--- config.mk ---
export PLATFORM = sky130hd
export DESIGN_NAME = operand_fetch_flat
export DESIGN_NICKNAME = d
export VERILOG_FILES = /design/src/rtl/operand_fetch_pkg.sv /design/src/rtl/operand_fetch_if.sv /design/src/rtl/operand_fetch_scoreboard.sv /design/src/rtl/operand_fetch.sv /design/src/flat_wrapper.sv
export SDC_FILE = /design/constraint.sdc
export NUM_CORES = 1
export LEC_CHECK = 0
export CORE_AREA = 4 4 138 140
export DETAILED_ROUTE_END_ITERATION = 6
export DIE_AREA = 0 0 142 144
export GPL_TIMING_DRIVEN = 0
export HOLD_SLACK_MARGIN = 0.08
export PLACE_DENSITY = 0.78
export SLEW_MARGIN = 25
export SYNTH_ARGS = -nofsm -noshare
export SYNTH_HDL_FRONTEND = slang
export SYNTH_HIERARCHICAL = 1
export SYNTH_SLANG_ARGS = --single-unit
--- constraint.sdc ---
create_clock -name clk -period 2.75 [get_ports clk]
set_clock_uncertainty 0.1 [all_clocks]
set_input_delay 0.55 -clock clk [delete_from_list [all_inputs] [get_ports clk]]
set_output_delay 0.55 -clock clk [all_outputs]
set_load 0.01 [all_outputs]
--- src/rtl/operand_fetch_pkg.sv ---
// ---------------------------------------------------------------------------
// cpu32_regs_pkg
// Shared constants and types for the CPU32 operand-fetch stage and its
// register-file scoreboard.
//   ADDRSIZE    register address width
//   REGSNUM     number of architectural registers tracked
//   DATAW       register data width
//   opf_state_t operand-fetch FSM states
//   wb_pick     selects the writeback data that wins for a given register
// ---------------------------------------------------------------------------
package cpu32_regs_pkg;

  localparam int ADDRSIZE = 5;
  localparam int REGSNUM  = 32;
  localparam int DATAW    = 32;

  typedef enum logic [1:0] {
    IDLE = 2'd0,
    WAIT = 2'd1,
    HOLD = 2'd2
  } opf_state_t;

  // The register file is last-write-wins, so when both writeback ports hit
  // the same register, port 1 carries the value that actually lands.
  function automatic logic [DATAW-1:0] wb_pick(
    input logic [1:0]          wb_valid,
    input logic [ADDRSIZE-1:0] wb_addr0,
    input logic [ADDRSIZE-1:0] wb_addr1,
    input logic [DATAW-1:0]    wb_data0,
    input logic [DATAW-1:0]    wb_data1,
    input logic [ADDRSIZE-1:0] addr
  );
    logic [DATAW-1:0] res;
    res = '0;
    if (wb_valid[1] && (wb_addr1 == addr)) begin
      res = wb_data1;
    end else if (wb_valid[0] && (wb_addr0 == addr)) begin
      res = wb_data0;
    end
    return res;
  endfunction

endpackage

--- src/rtl/operand_fetch_if.sv ---
// ---------------------------------------------------------------------------
// operand_fetch_if
// Bundles every bus the operand-fetch stage talks to:
//   in_*   decoded instruction from decode (valid/ready handshake)
//   out_*  operands to execute (valid/ready handshake)
//   wb_*   two writeback ports from the back end
//   rf_*   read and write ports of the 2R/2W register file
// Modports:
//   slave   the operand_fetch block itself
//   master  the surroundings (decode, execute, writeback, register file)
// ---------------------------------------------------------------------------
interface operand_fetch_if #(
  parameter int ADDRSIZE = cpu32_regs_pkg::ADDRSIZE
);

  // decode side
  logic                in_valid;
  logic                in_ready;
  logic [ADDRSIZE-1:0] in_rs0;
  logic [ADDRSIZE-1:0] in_rs1;
  logic [ADDRSIZE-1:0] in_rd;
  logic [1:0]          in_use;
  logic                in_wr;

  // execute side
  logic                out_valid;
  logic                out_ready;
  logic [31:0]         out_op0;
  logic [31:0]         out_op1;
  logic [ADDRSIZE-1:0] out_rd;
  logic                out_wr;

  // writeback ports
  logic [1:0]          wb_valid;
  logic [ADDRSIZE-1:0] wb_addr0;
  logic [ADDRSIZE-1:0] wb_addr1;
  logic [31:0]         wb_data0;
  logic [31:0]         wb_data1;

  // register file ports
  logic [ADDRSIZE-1:0] rf_ra0;
  logic [ADDRSIZE-1:0] rf_ra1;
  logic [1:0]          rf_read;
  logic [31:0]         rf_rd0;
  logic [31:0]         rf_rd1;
  logic [ADDRSIZE-1:0] rf_wa0;
  logic [ADDRSIZE-1:0] rf_wa1;
  logic [31:0]         rf_wd0;
  logic [31:0]         rf_wd1;
  logic [1:0]          rf_write;

  modport slave (
    input  in_valid, in_rs0, in_rs1, in_rd, in_use, in_wr,
    output in_ready,
    output out_valid, out_op0, out_op1, out_rd, out_wr,
    input  out_ready,
    input  wb_valid, wb_addr0, wb_addr1, wb_data0, wb_data1,
    output rf_ra0, rf_ra1, rf_read,
    input  rf_rd0, rf_rd1,
    output rf_wa0, rf_wa1, rf_wd0, rf_wd1, rf_write
  );

  modport master (
    output in_valid, in_rs0, in_rs1, in_rd, in_use, in_wr,
    input  in_ready,
    input  out_valid, out_op0, out_op1, out_rd, out_wr,
    output out_ready,
    output wb_valid, wb_addr0, wb_addr1, wb_data0, wb_data1,
    input  rf_ra0, rf_ra1, rf_read,
    output rf_rd0, rf_rd1,
    input  rf_wa0, rf_wa1, rf_wd0, rf_wd1, rf_write
  );

endinterface

--- src/rtl/operand_fetch_scoreboard.sv ---
// ---------------------------------------------------------------------------
// opf_scoreboard
// One busy flag per register: set when an instruction that writes the
// register is issued, cleared when a writeback to it is seen.
// Ports:
//   clk, rst                       clock, async active-high reset (all idle)
//   clr_en_i, clr_addr0/1_i        two clear ports (writebacks)
//   set_en_i, set_addr_i           one set port (issue of a writing instr)
//   look_rs0/rs1/rd_i              three lookup addresses
//   busy_rs0/rs1/rd_o              registered busy bit for each lookup
//   clearing_rs0/rs1_o             lookup register is being cleared this cycle
// ---------------------------------------------------------------------------
module opf_scoreboard #(
  parameter int ADDRSIZE = cpu32_regs_pkg::ADDRSIZE,
  parameter int REGSNUM  = cpu32_regs_pkg::REGSNUM
) (
  input  logic                clk,
  input  logic                rst,
  input  logic [1:0]          clr_en_i,
  input  logic [ADDRSIZE-1:0] clr_addr0_i,
  input  logic [ADDRSIZE-1:0] clr_addr1_i,
  input  logic                set_en_i,
  input  logic [ADDRSIZE-1:0] set_addr_i,
  input  logic [ADDRSIZE-1:0] look_rs0_i,
  input  logic [ADDRSIZE-1:0] look_rs1_i,
  input  logic [ADDRSIZE-1:0] look_rd_i,
  output logic                busy_rs0_o,
  output logic                busy_rs1_o,
  output logic                busy_rd_o,
  output logic                clearing_rs0_o,
  output logic                clearing_rs1_o
);

  logic [REGSNUM-1:0] busy_q;
  logic [REGSNUM-1:0] busy_d;

  // Clears are applied first and the set last, so an issue and a writeback
  // to the same register in one cycle leave it busy: the new writer is
  // still outstanding.
  always_comb begin
    busy_d = busy_q;
    for (int r = 0; r < REGSNUM; r++) begin
      if (clr_en_i[0] && (clr_addr0_i == ADDRSIZE'(r))) busy_d[r] = 1'b0;
      if (clr_en_i[1] && (clr_addr1_i == ADDRSIZE'(r))) busy_d[r] = 1'b0;
      if (set_en_i && (set_addr_i == ADDRSIZE'(r)))     busy_d[r] = 1'b1;
    end
  end

  always_ff @(posedge clk or posedge rst) begin
    if (rst) begin
      busy_q <= '0;
    end else begin
      busy_q <= busy_d;
    end
  end

  // Lookups see only the registered flags; a clear happening this cycle is
  // reported separately so the caller can decide whether to bypass it.
  always_comb begin
    busy_rs0_o     = busy_q[look_rs0_i];
    busy_rs1_o     = busy_q[look_rs1_i];
    busy_rd_o      = busy_q[look_rd_i];
    clearing_rs0_o = (clr_en_i[0] && (clr_addr0_i == look_rs0_i)) ||
                     (clr_en_i[1] && (clr_addr1_i == look_rs0_i));
    clearing_rs1_o = (clr_en_i[0] && (clr_addr0_i == look_rs1_i)) ||
                     (clr_en_i[1] && (clr_addr1_i == look_rs1_i));
  end

endmodule

--- src/rtl/operand_fetch.sv ---
// ---------------------------------------------------------------------------
// operand_fetch
// Issue-side client of the 2R/2W register file. Accepts decoded
// instructions, stalls on RAW/WAW hazards using a busy scoreboard, reads the
// source operands from the file and presents them downstream two cycles
// after acceptance. Writeback ports are forwarded straight onto the file's
// write ports.
// Ports:
//   clk   clock, all state on rising edge
//   rst   asynchronous active-high reset
//   opf   operand_fetch_if.slave: decode, execute, writeback and rf buses
// Configuration:
//   OPFETCH_BYPASS_EN  when defined, a source whose busy bit is being cleared
//                      by a writeback in the accept cycle is taken from that
//                      writeback data instead of stalling for a cycle.
// ---------------------------------------------------------------------------
module operand_fetch
  import cpu32_regs_pkg::*;
#(
  parameter int ADDRSIZE = cpu32_regs_pkg::ADDRSIZE,
  parameter int REGSNUM  = cpu32_regs_pkg::REGSNUM
) (
  input  logic            clk,
  input  logic            rst,
  operand_fetch_if.slave  opf
);

`ifdef OPFETCH_BYPASS_EN
  localparam bit BypassEn = 1'b1;
`else
  localparam bit BypassEn = 1'b0;
`endif

  opf_state_t state_q, state_d;

  logic [ADDRSIZE-1:0] rd_q;
  logic                wr_q;
  logic [1:0]          use_q;
  logic [31:0]         op0_q;
  logic [31:0]         op1_q;
  logic [1:0]          byp_sel_q;
  logic [31:0]         byp_data0_q;
  logic [31:0]         byp_data1_q;

  logic busy_rs0, busy_rs1, busy_rd;
  logic clr_rs0, clr_rs1;
  logic haz_src0, haz_src1, haz_rd, hazard;
  logic accept;
  logic in_ready_w;
  logic out_valid_w;
  logic [1:0] rf_read_w;

  opf_scoreboard #(
    .ADDRSIZE (ADDRSIZE),
    .REGSNUM  (REGSNUM)
  ) u_scoreboard (
    .clk            (clk),
    .rst            (rst),
    .clr_en_i       (opf.wb_valid),
    .clr_addr0_i    (opf.wb_addr0),
    .clr_addr1_i    (opf.wb_addr1),
    .set_en_i       (accept & opf.in_wr),
    .set_addr_i     (opf.in_rd),
    .look_rs0_i     (opf.in_rs0),
    .look_rs1_i     (opf.in_rs1),
    .look_rd_i      (opf.in_rd),
    .busy_rs0_o     (busy_rs0),
    .busy_rs1_o     (busy_rs1),
    .busy_rd_o      (busy_rd),
    .clearing_rs0_o (clr_rs0),
    .clearing_rs1_o (clr_rs1)
  );

  // A busy source being written back this very cycle would read stale data
  // from the file, so it stalls unless bypass is built in. The destination
  // check never bypasses: a pending writer must retire before a new one.
  // Only registered busy bits are consulted, so an instruction whose source
  // equals its own destination does not stall on itself.
  always_comb begin
    haz_src0 = opf.in_use[0] & busy_rs0 & ~(BypassEn & clr_rs0);
    haz_src1 = opf.in_use[1] & busy_rs1 & ~(BypassEn & clr_rs1);
    haz_rd   = opf.in_wr & busy_rd;
    hazard   = haz_src0 | haz_src1 | haz_rd;
  end

  // FSM next-state and handshake outputs. The file read is issued only in
  // the accept cycle; its data comes back registered one cycle later.
  always_comb begin
    state_d     = state_q;
    in_ready_w  = 1'b0;
    accept      = 1'b0;
    out_valid_w = 1'b0;
    rf_read_w   = 2'b00;
    case (state_q)
      IDLE: begin
        in_ready_w = ~hazard;
        if (opf.in_valid && !hazard) begin
          accept    = 1'b1;
          rf_read_w = opf.in_use;
          state_d   = WAIT;
        end
      end
      WAIT: begin
        state_d = HOLD;
      end
      HOLD: begin
        out_valid_w = 1'b1;
        if (opf.out_ready) state_d = IDLE;
      end
      default: begin
        state_d = IDLE;
      end
    endcase
  end

  always_ff @(posedge clk or posedge rst) begin
    if (rst) begin
      state_q <= IDLE;
    end else begin
      state_q <= state_d;
    end
  end

  // Instruction fields and any bypass value are latched at accept; operands
  // are captured in WAIT when the file's read data is present. Unused
  // sources present zero.
  always_ff @(posedge clk or posedge rst) begin
    if (rst) begin
      rd_q        <= '0;
      wr_q        <= 1'b0;
      use_q       <= 2'b00;
      op0_q       <= '0;
      op1_q       <= '0;
      byp_sel_q   <= 2'b00;
      byp_data0_q <= '0;
      byp_data1_q <= '0;
    end else begin
      if (accept) begin
        rd_q         <= opf.in_rd;
        wr_q         <= opf.in_wr;
        use_q        <= opf.in_use;
        byp_sel_q[0] <= opf.in_use[0] & busy_rs0 & clr_rs0;
        byp_sel_q[1] <= opf.in_use[1] & busy_rs1 & clr_rs1;
        byp_data0_q  <= wb_pick(opf.wb_valid, opf.wb_addr0, opf.wb_addr1,
                                opf.wb_data0, opf.wb_data1, opf.in_rs0);
        byp_data1_q  <= wb_pick(opf.wb_valid, opf.wb_addr0, opf.wb_addr1,
                                opf.wb_data0, opf.wb_data1, opf.in_rs1);
      end
      if (state_q == WAIT) begin
        if (!use_q[0])                      op0_q <= '0;
        else if (BypassEn && byp_sel_q[0]) op0_q <= byp_data0_q;
        else                               op0_q <= opf.rf_rd0;
        if (!use_q[1])                      op1_q <= '0;
        else if (BypassEn && byp_sel_q[1]) op1_q <= byp_data1_q;
        else                               op1_q <= opf.rf_rd1;
      end
    end
  end

  assign opf.in_ready  = in_ready_w;
  assign opf.out_valid = out_valid_w;
  assign opf.out_op0   = op0_q;
  assign opf.out_op1   = op1_q;
  assign opf.out_rd    = rd_q;
  assign opf.out_wr    = wr_q;

  assign opf.rf_ra0    = opf.in_rs0;
  assign opf.rf_ra1    = opf.in_rs1;
  assign opf.rf_read   = rf_read_w;

  // Writebacks go to the file unchanged; the scoreboard only watches them.
  assign opf.rf_write  = opf.wb_valid;
  assign opf.rf_wa0    = opf.wb_addr0;
  assign opf.rf_wa1    = opf.wb_addr1;
  assign opf.rf_wd0    = opf.wb_data0;
  assign opf.rf_wd1    = opf.wb_data1;

endmodule
--- src/flat_wrapper.sv ---
// flat-port wrapper written by rule: the top's interface ports become plain ports
module operand_fetch_flat import cpu32_regs_pkg::*;
#(
  parameter int ADDRSIZE = cpu32_regs_pkg::ADDRSIZE,
  parameter int REGSNUM  = cpu32_regs_pkg::REGSNUM
)
  (clk, rst, opf_in_valid, opf_in_rs0, opf_in_rs1, opf_in_rd, opf_in_use, opf_in_wr, opf_in_ready, opf_out_valid, opf_out_op0, opf_out_op1, opf_out_rd, opf_out_wr, opf_out_ready, opf_wb_valid, opf_wb_addr0, opf_wb_addr1, opf_wb_data0, opf_wb_data1, opf_rf_ra0, opf_rf_ra1, opf_rf_read, opf_rf_rd0, opf_rf_rd1, opf_rf_wa0, opf_rf_wa1, opf_rf_wd0, opf_rf_wd1, opf_rf_write);
  operand_fetch_if #(.ADDRSIZE(ADDRSIZE)) opf_i ();
  input  logic clk;
  input  logic rst;
  input wire logic [$bits(opf_i.in_valid)-1:0] opf_in_valid;
  input wire logic [$bits(opf_i.in_rs0)-1:0] opf_in_rs0;
  input wire logic [$bits(opf_i.in_rs1)-1:0] opf_in_rs1;
  input wire logic [$bits(opf_i.in_rd)-1:0] opf_in_rd;
  input wire logic [$bits(opf_i.in_use)-1:0] opf_in_use;
  input wire logic [$bits(opf_i.in_wr)-1:0] opf_in_wr;
  output wire logic [$bits(opf_i.in_ready)-1:0] opf_in_ready;
  output wire logic [$bits(opf_i.out_valid)-1:0] opf_out_valid;
  output wire logic [$bits(opf_i.out_op0)-1:0] opf_out_op0;
  output wire logic [$bits(opf_i.out_op1)-1:0] opf_out_op1;
  output wire logic [$bits(opf_i.out_rd)-1:0] opf_out_rd;
  output wire logic [$bits(opf_i.out_wr)-1:0] opf_out_wr;
  input wire logic [$bits(opf_i.out_ready)-1:0] opf_out_ready;
  input wire logic [$bits(opf_i.wb_valid)-1:0] opf_wb_valid;
  input wire logic [$bits(opf_i.wb_addr0)-1:0] opf_wb_addr0;
  input wire logic [$bits(opf_i.wb_addr1)-1:0] opf_wb_addr1;
  input wire logic [$bits(opf_i.wb_data0)-1:0] opf_wb_data0;
  input wire logic [$bits(opf_i.wb_data1)-1:0] opf_wb_data1;
  output wire logic [$bits(opf_i.rf_ra0)-1:0] opf_rf_ra0;
  output wire logic [$bits(opf_i.rf_ra1)-1:0] opf_rf_ra1;
  output wire logic [$bits(opf_i.rf_read)-1:0] opf_rf_read;
  input wire logic [$bits(opf_i.rf_rd0)-1:0] opf_rf_rd0;
  input wire logic [$bits(opf_i.rf_rd1)-1:0] opf_rf_rd1;
  output wire logic [$bits(opf_i.rf_wa0)-1:0] opf_rf_wa0;
  output wire logic [$bits(opf_i.rf_wa1)-1:0] opf_rf_wa1;
  output wire logic [$bits(opf_i.rf_wd0)-1:0] opf_rf_wd0;
  output wire logic [$bits(opf_i.rf_wd1)-1:0] opf_rf_wd1;
  output wire logic [$bits(opf_i.rf_write)-1:0] opf_rf_write;
  assign opf_i.in_valid = opf_in_valid;
  assign opf_i.in_rs0 = opf_in_rs0;
  assign opf_i.in_rs1 = opf_in_rs1;
  assign opf_i.in_rd = opf_in_rd;
  assign opf_i.in_use = opf_in_use;
  assign opf_i.in_wr = opf_in_wr;
  assign opf_in_ready = opf_i.in_ready;
  assign opf_out_valid = opf_i.out_valid;
  assign opf_out_op0 = opf_i.out_op0;
  assign opf_out_op1 = opf_i.out_op1;
  assign opf_out_rd = opf_i.out_rd;
  assign opf_out_wr = opf_i.out_wr;
  assign opf_i.out_ready = opf_out_ready;
  assign opf_i.wb_valid = opf_wb_valid;
  assign opf_i.wb_addr0 = opf_wb_addr0;
  assign opf_i.wb_addr1 = opf_wb_addr1;
  assign opf_i.wb_data0 = opf_wb_data0;
  assign opf_i.wb_data1 = opf_wb_data1;
  assign opf_rf_ra0 = opf_i.rf_ra0;
  assign opf_rf_ra1 = opf_i.rf_ra1;
  assign opf_rf_read = opf_i.rf_read;
  assign opf_i.rf_rd0 = opf_rf_rd0;
  assign opf_i.rf_rd1 = opf_rf_rd1;
  assign opf_rf_wa0 = opf_i.rf_wa0;
  assign opf_rf_wa1 = opf_i.rf_wa1;
  assign opf_rf_wd0 = opf_i.rf_wd0;
  assign opf_rf_wd1 = opf_i.rf_wd1;
  assign opf_rf_write = opf_i.rf_write;
  operand_fetch #(.ADDRSIZE(ADDRSIZE), .REGSNUM(REGSNUM)) u_core (.clk(clk), .rst(rst), .opf(opf_i));
endmodule
Word level (Yosys, flattened, before mapping)
Cells that the tools add are included.
- register bits after elaboration: 106
- logic and storage cells: 393
- magnitude comparators: 3
- equality and inequality tests: 97
- multiplexer cells: 113
- bitwise gates (word level): 7
- reduce and logical (&&, ||, !) cells: 135
- operators with widths (operator ; number):
    $eq 5x5->1 const B ; 48
    $eq 5x4->1 const B ; 24
    $mux 1 ; 103
    $logic_and 1x1->1 ; 97
    $reduce_bool 3->1 ; 32
    $mux 32 ; 2
    $eq 5x3->1 const B ; 12
    $eq 5x2->1 const B ; 6
    $lt 5x6->1 const B ; 3
    $bmux 1 s5 ; 3
    $eq 5x1->1 const B ; 3
    $logic_not 5->1 ; 3
    $mux 2 ; 4
    $pmux 2 s3 ; 1
    $and 1x1->1 ; 4
    $eq 2x1->1 const B ; 1
    $eq 2x2->1 const B ; 1
    $logic_not 2->1 ; 1
    $ne 2x1->1 const B ; 1
    $ne 2x2->1 const B ; 1
    $or 1x1->1 ; 2
    $reduce_and 2->1 ; 1
    $logic_not 1->1 ; 1
    $not 1->1 ; 1

Logic depth before layout (Yosys ltp)
- depth in word-level cells: 12
- gate-level depth with buffers: 13
- gate-level depth less buffers: 11

By module
Netlist, hierarchy kept.
- by module, submodules not included (module ; instances ; cells each ; area an instance (um^2) ; sequential area each (um^2)):
    operand_fetch ; 1 ; 396 ; 3603.5 ; 1851.8
    opf_scoreboard ; 1 ; 326 ; 2889.0 ; 800.8

Least setup slack after synthesis
No wires, ideal clock.
- kind: input to register
- start: input port opf_in_rs0[1]
- end: register u_core.u_scoreboard.busy_q[0]
- arrival: 2702 ps
- required time: 2584 ps
- slack: -119 ps
- cell stages on the path: 13
- path through: buf_6 -> buf_12 -> mux2i_1 -> nand2_1 -> nand3_1 -> o21ai_1 -> a311o_1 -> a22oi_2 -> and3_2 -> and3_1 -> nand2b_1 -> nor3_1 -> a22o_1
- word-level cells in the longest chain between the ends: 12
- elaborated cells on any way between the ends: 13
- ends and longest elaborated chain (item ; RTL line ; RTL):
    start, declared ; flat_wrapper.sv:12 ; input wire logic [$bits(opf_i.in_rs0)-1:0] opf_in_rs0;
    $bmux 1 s5 (*) ; operand_fetch_scoreboard.sv:60 ; busy_rs0_o = busy_q[look_rs0_i];
    $mux 1 (implied by the code) (*) ; operand_fetch_scoreboard.sv:60 ;
    via u_core.busy_rs0 ; operand_fetch.sv:45 ; logic busy_rs0, busy_rs1, busy_rd;
    $and 1x1->1 (*) ; operand_fetch.sv:80 ; haz_src0 = opf.in_use[0] & busy_rs0 & ~(BypassEn & clr_rs0);
    $or 1x1->1 (*) (2 in a row) ; operand_fetch.sv:83 ; hazard = haz_src0 | haz_src1 | haz_rd;
    $logic_not 1->1 (*) ; operand_fetch.sv:97 ; if (opf.in_valid && !hazard) begin
    $logic_and 1x1->1 (*) ; operand_fetch.sv:97 ;
    $mux 1 (*) ; operand_fetch.sv:97 ;
    $mux 1 (*) ; operand_fetch.sv:94 ; case (state_q)
    $and 1x1->1 (*) ; operand_fetch.sv:62 ; .set_en_i (accept & opf.in_wr),
    $logic_and 1x1->1 (*) ; operand_fetch_scoreboard.sv:45 ; if (set_en_i && (set_addr_i == ADDRSIZE'(r))) busy_d[r] = 1'b1;
    $reduce_bool 3->1 (no line) or $mux 1 (tied branches) ; n/a ;
    end signal, assigned ; operand_fetch_scoreboard.sv:53 ; busy_q <= busy_d;
    end, declared ; operand_fetch_scoreboard.sv:34 ; logic [REGSNUM-1:0] busy_q;
Mark *: on every way through the listed nets, which the timed path passes. The rest lies on a longest branch. The select of a mux whose other input is x is not followed.
A chain may end at the register's enable or synchronous reset.

Worst setup path in the final report
- start: input port opf_in_rd[0]
- end: output port opf_rf_read[0]
- word-level cells in the longest chain between the ends: 8
- ends and longest elaborated chain (item ; RTL line ; RTL):
    start, declared ; flat_wrapper.sv:14 ; input wire logic [$bits(opf_i.in_rd)-1:0] opf_in_rd;
    $bmux 1 s5 ; operand_fetch_scoreboard.sv:62 ; busy_rd_o = busy_q[look_rd_i];
    $mux 1 (implied by the code) ; operand_fetch_scoreboard.sv:62 ;
    via u_core.busy_rd ; operand_fetch.sv:45 ;
    $and 1x1->1 ; operand_fetch.sv:82 ; haz_rd = opf.in_wr & busy_rd;
    $or 1x1->1 ; operand_fetch.sv:83 ;
    $logic_not 1->1 ; operand_fetch.sv:97 ;
    $logic_and 1x1->1 ; operand_fetch.sv:97 ;
    $mux 2 ; operand_fetch.sv:97 ;
    $mux 2 ; operand_fetch.sv:94 ;
    end, declared ; flat_wrapper.sv:31 ; output wire logic [$bits(opf_i.rf_read)-1:0] opf_rf_read;
The timed path passes the listed nets, and every way through them passes these cells. The select of a mux whose other input is x is not followed.

==> impl_metrics.toml <==
[final_layout]
diodes = 0
area_growth_pct = 55.08
nets = 1133
fillCellCount = 1616
drive_gt1_share_pct = 21.72
final_common_cell = "clkdlybuf4s50_1"
final_cell_mix = "233 x clkdlybuf4s50_1, 157 x nand2_1, 104 x dfrtp_1, 100 x buf_4, 56 x o21ai_0"
multi_input_area_um2 = 2805
design_area_um2 = 9716
seqCellArea_um2 = 2655

[critical_path]
worst-path-buf-inv = 2
r2r_slack_ns = 0.07
path_cells = "clkbuf_4 > and2b_2 > a22oi_1 > nand4b_1 > a21oi_2 > a311o_1 > a22oi_2 > and3_4 > and3_4 > buf_6"
slowest_delay_ns = 0.37
worstSetupPathType = "input port to output port"
cp.depth = 10
crit_path_end_kind = "output port"
r2r_cells = 12
critPathSlowestCell = "a311o_1"
critPathRequiredTime_ns = 2.10
critPathTopFamily = "simple AND/OR/NAND/NOR gates"
critPathLaunchType = "input port"
crit_top_cell = "and3_4"
r2r_start = "u_core/u_scoreboard/busy_q[21]"
critPathMaxFanout = 11
rr_endpoint = "u_core/u_scoreboard/busy_q[17]"
cp-startpoint = "opf_in_rd[0]"
cp.arrival_ns = 2.32
crit_end = "opf_rf_read[0]"

[timing]
post-route-period-util_pct = 108.1
tns_ns = -0.5735
fin_crit_ns = 2.972
rsz0062_at_grt = "true"
setup_violations = 3
hold_viol = 0
slew_viol_final = 0
fmax_mhz = 336.5
setup_ws_ns = -0.2218
hold_slack_ns = 0.3829
max_slew_margin_pct = 55.42
tightest_slew_ns = 0.6677

[min_path]
hold_path.class = "flip-flop to flip-flop"

[place]
port_buffers = 249
place_congestion = 0.9802
post-dp-hpwl_um = 16840
placed_cell_area_um2 = 9107

[floorplan]
core_area_um2 = 17840
fp.dieH_um = 144
start_util_pct = 35.11
io-pin-count = 322
dieWidth_um = 142
num_rows = 49
dieArea_um2 = 20450

[pwr]
pwr_density_cell_nw_per_um2 = 752.4
ir_worst_vdd_mv = 0.5336
power_leakage_uw = 0.004302

[clock_network]
cts_hold_buf = 0
path_clk_slew_ns = 0.07
htreeDepth = 3
clock_latency_ns = 0.35
numCtsBuffers = 9
cts_tree = "done"
clkSinkCount = 106
clk_path_buf_depth = 2
clockRootBuffer = "clkbuf_16"

[synth]
synth_area_um2 = 6265
synth_area_per_cell_um2 = 9.053
synthCells = 692
yosys_warnings = 6
synth_nets = 854

[drt]
drt-initial-drc-count = 427
remaining_drc_errors = 0
routedWlPerCell_um = 17.66
drt_pass1_iterations = 5
num_vias = 6004
postRouteAntennaNets = 0
vias_per_cell = 4.983
drt_wl_total_um = 21280

[global_route]
grt.overflow.total = 0
antenna_found_initial = 0
grt_pass1_vias = 5982
grt_pass1_wl_um = 31840
grt_max_degree = 51
grt_usage_pct = 19.51

[job]
cap_violations = 0

[status]
violations = "negative setup slack"
status = "finished, violations left"
[layout make-up]
type | instances | share of cell area [%]
sequential | 106 | 27.33
clock buffer | 10 | 2.460
buffer | 128 | 9.466
multi-input combinational | 449 | 28.87
tap | 229 | 2.949
timing repair buffer | 269 | 27.51
inverter | 8 | 0.3348
clock inverter | 6 | 1.082
[tightest hold or removal path, delay by kind of cell (launching register included)]
kind | cells | cell delay, ns
DFF | 1 | 0.34
AOI/OAI and AO/OA | 1 | 0.06
and+or+nand+nor | 1 | 0.04
[through the flow]
stage                     worst slack [ns]  total power (uW)  util [%]  instances
after floorplan                   0.004632              3927         -        692
after global placement              -1.362              5697     50.88       1170
after detailed placement            -1.372              5805     51.05       1171
after CTS                          -0.1964              7325     53.83       1200
after global routing               -0.2860              7739     54.46       1205
final                              -0.2218              7310     54.46       1205
[how the worst min path moves through the flow]
stage | slack [ns] | cells past startpoint | end | start
2_1_floorplan | 0.41 | 1 | u_core/u_scoreboard/busy_q[8] | u_core/u_scoreboard/busy_q[8]
6_report | 0.38 | 2 | u_core/opf.out_op0[5] | u_core/opf.out_op0[5]
4_1_cts | 0.39 | 2 | u_core/opf.out_op0[5] | u_core/opf.out_op0[5]
3_5_place_dp | 0.37 | 2 | u_core/opf.out_op0[19] | u_core/opf.out_op0[19]
5_1_grt | 0.40 | 2 | u_core/opf.out_op0[19] | u_core/opf.out_op0[19]
3_3_place_gp | 0.36 | 2 | u_core/opf.out_op1[26] | u_core/opf.out_op1[26]
[power by group]
group	switching [uW]	internal (uW)
Sequential	415	2160
Clock	625	845
Combinational	1530	1730
[flip-flops by register name, indices dropped and copies added, names as in the netlist]
| register | count |
|---|---|
| u_core/opf.out_op0 | 32 |
| u_core/use_q | 2 |
| u_core/state_q | 2 |
| u_core/opf.out_wr | 1 |
| u_core/opf.out_rd | 5 |
| u_core/opf.out_op1 | 32 |
| u_core/u_scoreboard/busy_q | 32 |
[repair_timing]
action | in CTS | in global routing
pin swaps | 14 | 17
gates cloned | 0 | 0
setup buffers | 13 | 6
setup endpoints to repair | 43 | 27
resized for setup | 70 | 33
[layer usage]
metal	vias up	wire length, um	GRT usage [%]
met4	0	566	6.616
met3	46	1489	3.968
met5	-	0	0
met1	2822	9146	26.63
li1	2859	-	-
met2	277	10070	31.08
Note: power is estimated with default switching activity, not from simulation.
